## src/rtl/gb_alu_pkg.sv

```systemverilog
// gb_alu_pkg: shared limb width and sequencer state encoding
package gb_alu_pkg;
  localparam int LIMB_W = 64;
  typedef enum logic [1:0] {IDLE, RUN, DONE} state_t;
endpackage

```

## src/rtl/gb_alu_cla64.sv

```systemverilog
// gb_alu_cla64: 64-bit carry-lookahead adder built from 4-bit lookahead groups
module gb_alu_cla64 (
  input  logic [63:0] i_a,
  input  logic [63:0] i_b,
  input  logic        i_ci,
  output logic [63:0] o_s,
  output logic        o_c,
  output logic        o_pm,
  output logic        o_gm
);
  logic [63:0] p, g;
  logic [64:0] c;
  logic [15:0] gg, pg;
  assign p = i_a ^ i_b;
  assign g = i_a & i_b;
  always_comb begin
    c = '0;
    gg = '0;
    pg = '0;
    c[0] = i_ci;
    for (int k = 0; k < 16; k++) begin
      gg[k] = g[4*k+3] | (p[4*k+3] & g[4*k+2]) | (p[4*k+3] & p[4*k+2] & g[4*k+1])
            | (p[4*k+3] & p[4*k+2] & p[4*k+1] & g[4*k]);
      pg[k] = &p[4*k +: 4];
      c[4*k+1] = g[4*k] | (p[4*k] & c[4*k]);
      c[4*k+2] = g[4*k+1] | (p[4*k+1] & c[4*k+1]);
      c[4*k+3] = g[4*k+2] | (p[4*k+2] & c[4*k+2]);
      c[4*k+4] = gg[k] | (pg[k] & c[4*k]);
    end
  end
  assign o_s  = p ^ c[63:0];
  assign o_c  = c[64];
  assign o_pm = &p;
  // p and g are exclusive per bit, so full propagate implies no generate
  assign o_gm = o_c & ~o_pm;
endmodule

```

## src/rtl/gb_alu_mpadd_seq.sv

```systemverilog
// gb_alu_mpadd_seq: limb-serial multi-precision add/subtract around one cla64
module gb_alu_mpadd_seq
  import gb_alu_pkg::*;
#(
  parameter int LIMBS = 4
) (
  input  logic                    i_clk,
  input  logic                    i_rst,
  input  logic                    i_valid,
  output logic                    o_ready,
  input  logic [LIMB_W*LIMBS-1:0] i_a,
  input  logic [LIMB_W*LIMBS-1:0] i_b,
  input  logic                    i_sub,
  input  logic                    i_ci,
  output logic                    o_valid,
  input  logic                    i_ready,
  output logic [LIMB_W*LIMBS-1:0] o_s,
  output logic                    o_c,
  output logic                    o_z,
  output logic                    o_v
);
  localparam int W  = LIMB_W * LIMBS;
  localparam int CW = LIMBS > 1 ? $clog2(LIMBS) : 1;
  state_t state, state_nxt;
  logic [W-1:0] a_sr, b_sr;
  logic [W+LIMB_W-1:0] s_cat;
  logic [LIMB_W-1:0] sum;
  logic [CW-1:0] cnt;
  logic c_reg, zacc, co, last, unused_pm, unused_gm;
  gb_alu_cla64 u_cla (
    .i_a (a_sr[LIMB_W-1:0]),
    .i_b (b_sr[LIMB_W-1:0]),
    .i_ci(c_reg),
    .o_s (sum),
    .o_c (co),
    .o_pm(unused_pm),
    .o_gm(unused_gm)
  );
  assign last  = cnt == CW'(LIMBS - 1);
  assign s_cat = {sum, o_s};
  always_comb begin
    o_ready   = state == IDLE;
    o_valid   = state == DONE;
    state_nxt = state == IDLE ? (i_valid ? RUN : IDLE)
              : state == RUN  ? (last ? DONE : RUN)
              : (i_ready ? IDLE : DONE);
  end
  always_ff @(posedge i_clk)
    if (i_rst) state <= IDLE;
    else state <= state_nxt;
  always_ff @(posedge i_clk) begin
    if (i_rst) begin
      a_sr  <= '0;
      b_sr  <= '0;
      o_s   <= '0;
      c_reg <= 1'b0;
      zacc  <= 1'b0;
      cnt   <= '0;
      o_c   <= 1'b0;
      o_z   <= 1'b0;
      o_v   <= 1'b0;
    end else if (state == IDLE && i_valid) begin
      // subtraction is A + ~B + ~borrow
      a_sr  <= i_a;
      b_sr  <= i_b ^ {W{i_sub}};
      c_reg <= i_sub ^ i_ci;
      zacc  <= 1'b0;
      cnt   <= '0;
    end else if (state == RUN) begin
      a_sr  <= a_sr >> LIMB_W;
      b_sr  <= b_sr >> LIMB_W;
      o_s   <= s_cat[W+LIMB_W-1:LIMB_W];
      c_reg <= co;
      zacc  <= zacc | (|sum);
      if (last) begin
        o_c <= co;
        o_v <= (a_sr[LIMB_W-1] == b_sr[LIMB_W-1]) && (sum[LIMB_W-1] != a_sr[LIMB_W-1]);
        o_z <= ~(zacc | (|sum));
      end else begin
        cnt <= cnt + 1'b1;
      end
    end
  end
endmodule

```

## config.mk

```make
export PLATFORM = sky130hd
export DESIGN_NAME = gb_alu_mpadd_seq
export DESIGN_NICKNAME = d
export VERILOG_FILES = /design/src/rtl/gb_alu_pkg.sv /design/src/rtl/gb_alu_cla64.sv /design/src/rtl/gb_alu_mpadd_seq.sv
export SDC_FILE = /design/constraint.sdc
export NUM_CORES = 2
export LEC_CHECK = 0
export BUFFER_PORTS_ARGS = -buffer_cell sky130_fd_sc_hd__buf_4
export CAP_MARGIN = 0
export CORE_AREA = 2 2 304 306
export CTS_BUF_LIST = sky130_fd_sc_hd__clkbuf_16
export DETAILED_ROUTE_END_ITERATION = 8
export DIE_AREA = 0 0 306 308
export HOLD_SLACK_MARGIN = 0.08
export SLEW_MARGIN = 5
export SYNTH_ARGS = -nofsm -noshare
export SYNTH_HDL_FRONTEND = slang
export SYNTH_SLANG_ARGS = --single-unit
export TNS_END_PERCENT = 30
```

## constraint.sdc

```tcl
create_clock -name i_clk -period 6.1 [get_ports i_clk]
set_input_delay 1.525 -clock i_clk [delete_from_list [all_inputs] [get_ports i_clk]]
set_output_delay 1.525 -clock i_clk [all_outputs]
set_load 0.1 [all_outputs]
```

-- Word-level counts from Yosys, hierarchy flattened
Cells that the tools add are included.
- logic and storage cells: 317
- input port bits: 518
- output and inout bits: 261
- register bits after elaboration: 777
- eq/ne operators: 5
- reduce and logical (&&, ||, !) cells: 25
- bitwise logic cells: 265
- muxes and demuxes: 11
- $add $sub $neg: 1
- operators with widths (kind ; count):
    $mux 256 ; 4
    $xor 256x256->256 ; 1
    $and 1x1->1 ; 144
    $xor 64x64->64 ; 2
    $or 1x1->1 ; 113
    $and 64x64->64 ; 1
    $reduce_and 4->1 ; 16
    $reduce_or 64->1 ; 1
    $mux 2 ; 4
    $eq 2x2->1 const B ; 2
    $reduce_and 2->1 ; 2
    $mux 1 ; 3
    $not 1->1 ; 3
    $reduce_and 3->1 ; 1
    $add 2x1->2 const B ; 1
    $eq 2x1->1 const B ; 1
    $logic_and 1x1->1 ; 2
    $logic_not 2->1 ; 1
    $reduce_bool 2->1 ; 1
    $reduce_or 2->1 ; 1
    $eq 1x1->1 ; 1
    $ne 1x1->1 ; 1
    $xor 1x1->1 ; 1

-- Depth between registers and ports, before layout
- depth in word-level cells: 44
- gate-level depth with buffers: 21
- mapped depth without buffers: 21

-- By module
Synthesis repeated with hierarchy kept, for this count alone.
- cells, all modules: 4096
- area, all modules: 33932.5 sq um
- modules (own cells, without submodules) (module ; sequential area each (sq um) ; cells each ; times used ; area each (sq um)):
    gb_alu_mpadd_seq ; 15554.9 ; 3809 ; 1 ; 31139.9
    gb_alu_cla64 ; 0.0 ; 287 ; 1 ; 2792.7

-- Least setup slack after synthesis
OpenSTA, ideal clock, no wires.
- path kind: flip-flop to flip-flop
- from: register a_sr[0]
- to: register o_z
- setup slack: 1483 ps
- library setup time: 67 ps
- cell stages (with the launch flop): 19
- path buffers: 0
- arrival: 4549 ps
- cells stage by stage: dfxtp_1 -> ha_1 -> a21oi_1 -> nor2_1 -> o311a_1 -> nor3_2 -> a21oi_1 -> nor2b_1 -> or2_2 -> fa_1 -> fa_1 -> fa_1 -> or4_1 -> nor4_1 -> nand3_1 -> or4_1 -> nor2_1 -> a21oi_1 -> nor2_1
- elaborated cells on any way between the ends: 135
- classes of those cells: bitwise: 133; reduce/logical: 2
- RTL lines (element ; RTL line ; source):
    start, declared ; gb_alu_mpadd_seq.sv:25 ; logic [W-1:0] a_sr, b_sr;
    start signal, assigned ; gb_alu_mpadd_seq.sv:64 ; a_sr <= i_a;
    start signal, assigned ; gb_alu_mpadd_seq.sv:70 ; a_sr <= a_sr >> LIMB_W;
    $xor 64x64->64 or $and 64x64->64 (tied branches) ; gb_alu_cla64.sv:14, gb_alu_cla64.sv:15 ;
    $reduce_and 4->1 or $and 1x1->1 (tied branches) ; gb_alu_cla64.sv:24, gb_alu_cla64.sv:23 ;
    $and 1x1->1 or $or 1x1->1 (tied branches) ; gb_alu_cla64.sv:28, gb_alu_cla64.sv:23 ;
    $or 1x1->1 * ; gb_alu_cla64.sv:28 ; c[4*k+4] = gg[k] | (pg[k] & c[4*k]);
    $and 1x1->1 * ; gb_alu_cla64.sv:28 ;
    $or 1x1->1 * ; gb_alu_cla64.sv:28 ;
    $and 1x1->1 * ; gb_alu_cla64.sv:28 ;
    $or 1x1->1 * ; gb_alu_cla64.sv:28 ;
    (+7 left out) ; -- ;
    $or 1x1->1 * ; gb_alu_cla64.sv:25 ; c[4*k+1] = g[4*k] | (p[4*k] & c[4*k]);
    $and 1x1->1 * ; gb_alu_cla64.sv:26 ; c[4*k+2] = g[4*k+1] | (p[4*k+1] & c[4*k+1]);
    $or 1x1->1 * ; gb_alu_cla64.sv:26 ;
    $xor 64x64->64 * ; gb_alu_cla64.sv:31 ; assign o_s = p ^ c[63:0];
    net sum[26] ; gb_alu_mpadd_seq.sv:27 ; logic [LIMB_W-1:0] sum;
    $reduce_or 64->1 * ; gb_alu_mpadd_seq.sv:78 ; o_z <= ~(zacc | (|sum));
    $or 1x1->1 * ; gb_alu_mpadd_seq.sv:78 ;
    $not 1->1 * ; gb_alu_mpadd_seq.sv:78 ;
    end signal, assigned ; gb_alu_mpadd_seq.sv:78 ;
    end, declared ; gb_alu_mpadd_seq.sv:19 ; output logic o_z,
Mark *: on every way through the listed nets, which the timed path passes. The rest lies on a longest branch.
A chain may end at the register's enable or synchronous reset.

-- Final worst setup path
- from: register a_sr[0]
- to: register o_z
- elaborated cells on any way between the ends: 135
- classes of those cells: bitwise: 133; reduce/logical: 2
- RTL lines (element ; RTL line):
    $xor 64x64->64 or $and 64x64->64 (tied branches) ; gb_alu_cla64.sv:14, gb_alu_cla64.sv:15
    $reduce_and 4->1 or $and 1x1->1 (tied branches) ; gb_alu_cla64.sv:24, gb_alu_cla64.sv:23
    $and 1x1->1 or $or 1x1->1 (tied branches) ; gb_alu_cla64.sv:28, gb_alu_cla64.sv:23
    $or 1x1->1 * ; gb_alu_cla64.sv:28
    $and 1x1->1 * ; gb_alu_cla64.sv:28
    $or 1x1->1 * ; gb_alu_cla64.sv:28
    $and 1x1->1 * ; gb_alu_cla64.sv:28
    $or 1x1->1 * ; gb_alu_cla64.sv:28
    (+11 left out) ; --
    $or 1x1->1 * ; gb_alu_cla64.sv:25
    $and 1x1->1 * ; gb_alu_cla64.sv:26
    $or 1x1->1 * ; gb_alu_cla64.sv:26
    $xor 64x64->64 * ; gb_alu_cla64.sv:31
    net sum[34] ; gb_alu_mpadd_seq.sv:27
    $reduce_or 64->1 * ; gb_alu_mpadd_seq.sv:78
    $or 1x1->1 * ; gb_alu_mpadd_seq.sv:78
    $not 1->1 * ; gb_alu_mpadd_seq.sv:78
Marked as above.

==> metrics.yaml <==
finish:
  layout_common_cells: "872 x nand2_1, 796 x buf_4, 777 x dfxtp_1"
  nFillCells: 9137
  final_common_cell: "nand2_1"
  fin_nets: 5248
  synthToLayoutAreaGrowth_pct: 27.93
  fin_cells: 5892
  final_core_util_pct: 47.26
  final_layout_size_suffix_gt1_share_pct: 20.43
  biggestRegsByFlops: "a_sr (256), b_sr (256), o_s (256)"
logic_synthesis:
  ys.flop_type: "dfxtp_1"
  synth-edff-count: 0
  ys_warn_count: 0
  syn_avg_cell_area_sq_um: 8.269
  ys_seq_area_share_pct: 46.29
  syn_nets: 4695
  ys_ff_latch: 777
  synth_cell_type_count: 45
  syn_inst: 4064
  async_reset_ff_share_pct: 0
  netlist_area_sq_um: 33600
floorplan:
  die_x_um: 306
  rows: 111
  io_pins: 779
  dieArea_sq_um: 94250
  initial_core_util_pct: 36.94
  die_y_um: 308
  core_area_sq_um: 90970
hold_path:
  min_from: "a_sr[126]$_SDFFE_PP0P_"
  min_path_type: "flip-flop to flip-flop"
sta:
  timing.hold.ws_ps: 452.6
  post-route-period-util_pct: 91.15
  report.final.slew_viol_count: 0
  timing.fmax_mhz: 179.9
  rsz0062_at_grt: "no"
  skew_ps: 27.32
  period_minus_slack_ps: 5560
  fin_tns_setup_ps: 0
  hold_violations: 0
  setup_slack_ps: 540.1
  relSlewSlack_pct: 22.83
  finalSetupViolCount: 0
  tightest_slew_ps: 1158
cts:
  clk_pin_slew_ps: 60
  clkLatencyLatePin_ps: 670
  cts_hold_buf: 0
  cts_resized: 0
  htreeDepth: 3
  cts_setup_buffers: 0
  cts_root_buffer: "clkbuf_16"
  cts.sinks: 777
  clockBufferDepth: 3
  cts_tree: "built"
  cts_made_buffers: 88
routing:
  dr.pass1.iters: 5
  avgViaCountPerCell: 5.258
  drt_wl_total_um: 127600
  drc: 0
  antenna_left: 0
  drt_iter0_markers: 2556
  vias: 30980
  avgRoutedWirePerCell_um: 21.65
grt:
  grt_pass1_vias: 28650
  overflow: 0
  grtUsageMet1_pct: 31.78
  grt_max_degree: 216
  gr-usage-met3_pct: 5.566
  busiest_layer: "met2"
  grt_usage_pct: 25.75
  grt_pass1_wl_um: 184200
  gr-usage-met2_pct: 44.71
  antenna_found_initial: 26
run_status:
  outcome: "completed"
worst_setup_path:
  rr_startpoint: "a_sr[0]$_SDFFE_PP0P_"
  worst-setup-path-type: "flip-flop to flip-flop"
  cp-end-kind: "flip-flop"
  critical_path_peak_fanout: 3
  critPathArrivalTime_ps: 6140
  critical_path.startpoint: "a_sr[0]$_SDFFE_PP0P_"
  start_kind: "flip-flop"
  cp_data_required_time_ps: 6680
power:
  power_density_nw_per_um2: 309.6
  ir_drop_uv: 199.0
  p_leak_nw: 17.03
place:
  pre_cts_slack_ps: 625.5
  io_buffers: 778
  gp_congestion: 0.8650
  dp_cells: 5713
  dp_hpwl_um: 92890
job:
  maxCapViolations: 0
[layout make-up]
class	count	area, sq um	share of cell area [%]
Multi-Input combinational cell	2915	16630	38.68
Sequential cell	777	15550	36.18
Timing Repair Buffer	812	6286	14.62
Clock buffer	89	2227	5.181
Tap cell	1186	1484	3.452
Clock inverter	74	681.9	1.586
Inverter	23	86.33	0.2008
Antenna cell	16	40.04	0.09314
[where the power goes]
group          switching, W  internal, W
clock network       0.00228      0.00313
registers          0.000281      0.00539
logic               0.00144     0.000794
total               0.00400      0.00931
[critical path, cell delays in order (launching register included)]
cell and delay (ps):
dfxtp_1 330, ha_1 290, a21oi_1 160, nor2_1 80
o311a_1 330, nor3_2 330, inv_1 140, o31ai_1 480
nor2b_1 300, inv_1 80, fa_1 380, fa_1 390
fa_1 470, nor4_1 320, nand2_1 100, nor4_1 380
nand3_1 110, or4_1 560, nor2_1 100, a21oi_1 50
nor2_1 90
[path summary, 6_finish.rpt]
path	endpoint	slack (ps)	cells after the start
setup / recovery	o_z$_SDFFE_PP0P_	540	20
hold / removal	a_sr[126]$_SDFFE_PP0P_	450	2
setup reg to reg	o_z$_SDFFE_PP0P_	540	20
hold reg to reg	a_sr[126]$_SDFFE_PP0P_	450	2
[synth_stat cells (2+ instances only)]
cell,instances,area [sq um]
a211oi_1,20,150.1
a21o_1,8,60.06
a21oi_1,531,2658
a221oi_1,192,1682
a22oi_1,128,960.9
a311oi_1,65,569.3
buf_1,12,45.04
buf_2,27,135.1
clkbuf_1,308,1156
dfxtp_1,777,15550
fa_1,48,960.9
ha_1,65,813.3
inv_1,23,86.33
nand2_1,873,3277
nand2b_1,2,12.51
nand3_1,132,660.6
nand4_1,18,112.6
nor2_1,490,1839
nor2b_1,5,31.28
nor3_1,7,35.03
nor4_1,13,81.33
o21a_1,3,22.52
o21ai_0,16,80.08
o21bai_1,3,22.52
o31ai_1,2,15.01
or2_2,2,12.51
or3_1,2,12.51
or4_1,2,15.01
xnor2_1,208,1822
xor2_1,67,586.8
[layer usage]
metal	vias up	wire length, um
met5	-	116
met4	20	3189
met3	171	8182
met2	919	63690
met1	14790	52380
li1	15080	-
[cell families (layout without fill, tap and decap cells)]
group,after synthesis,in the layout,synth area share (%)
and+or+nand+nor,1551,1551,18.24
AOI/OAI and AO/OA,975,975,18.68
DFF,777,777,46.29
buffers and inverters,372,998,4.308
xor gates and xnor gates,275,275,7.168
adders and majority gates,113,113,5.280
muxes,1,1,0.02979
other,0,16,0
[metrics by stage]
step | cell area (sq um) | power (W)
after global routing | 42980 | 0.01383
after CTS | 42950 | 0.01344
after floorplan | 33600 | 0.007125
after detailed placement | 40040 | 0.008021
after global placement | 40040 | 0.007997
final | 42990 | 0.01331
(Power assumes the default switching activity.)
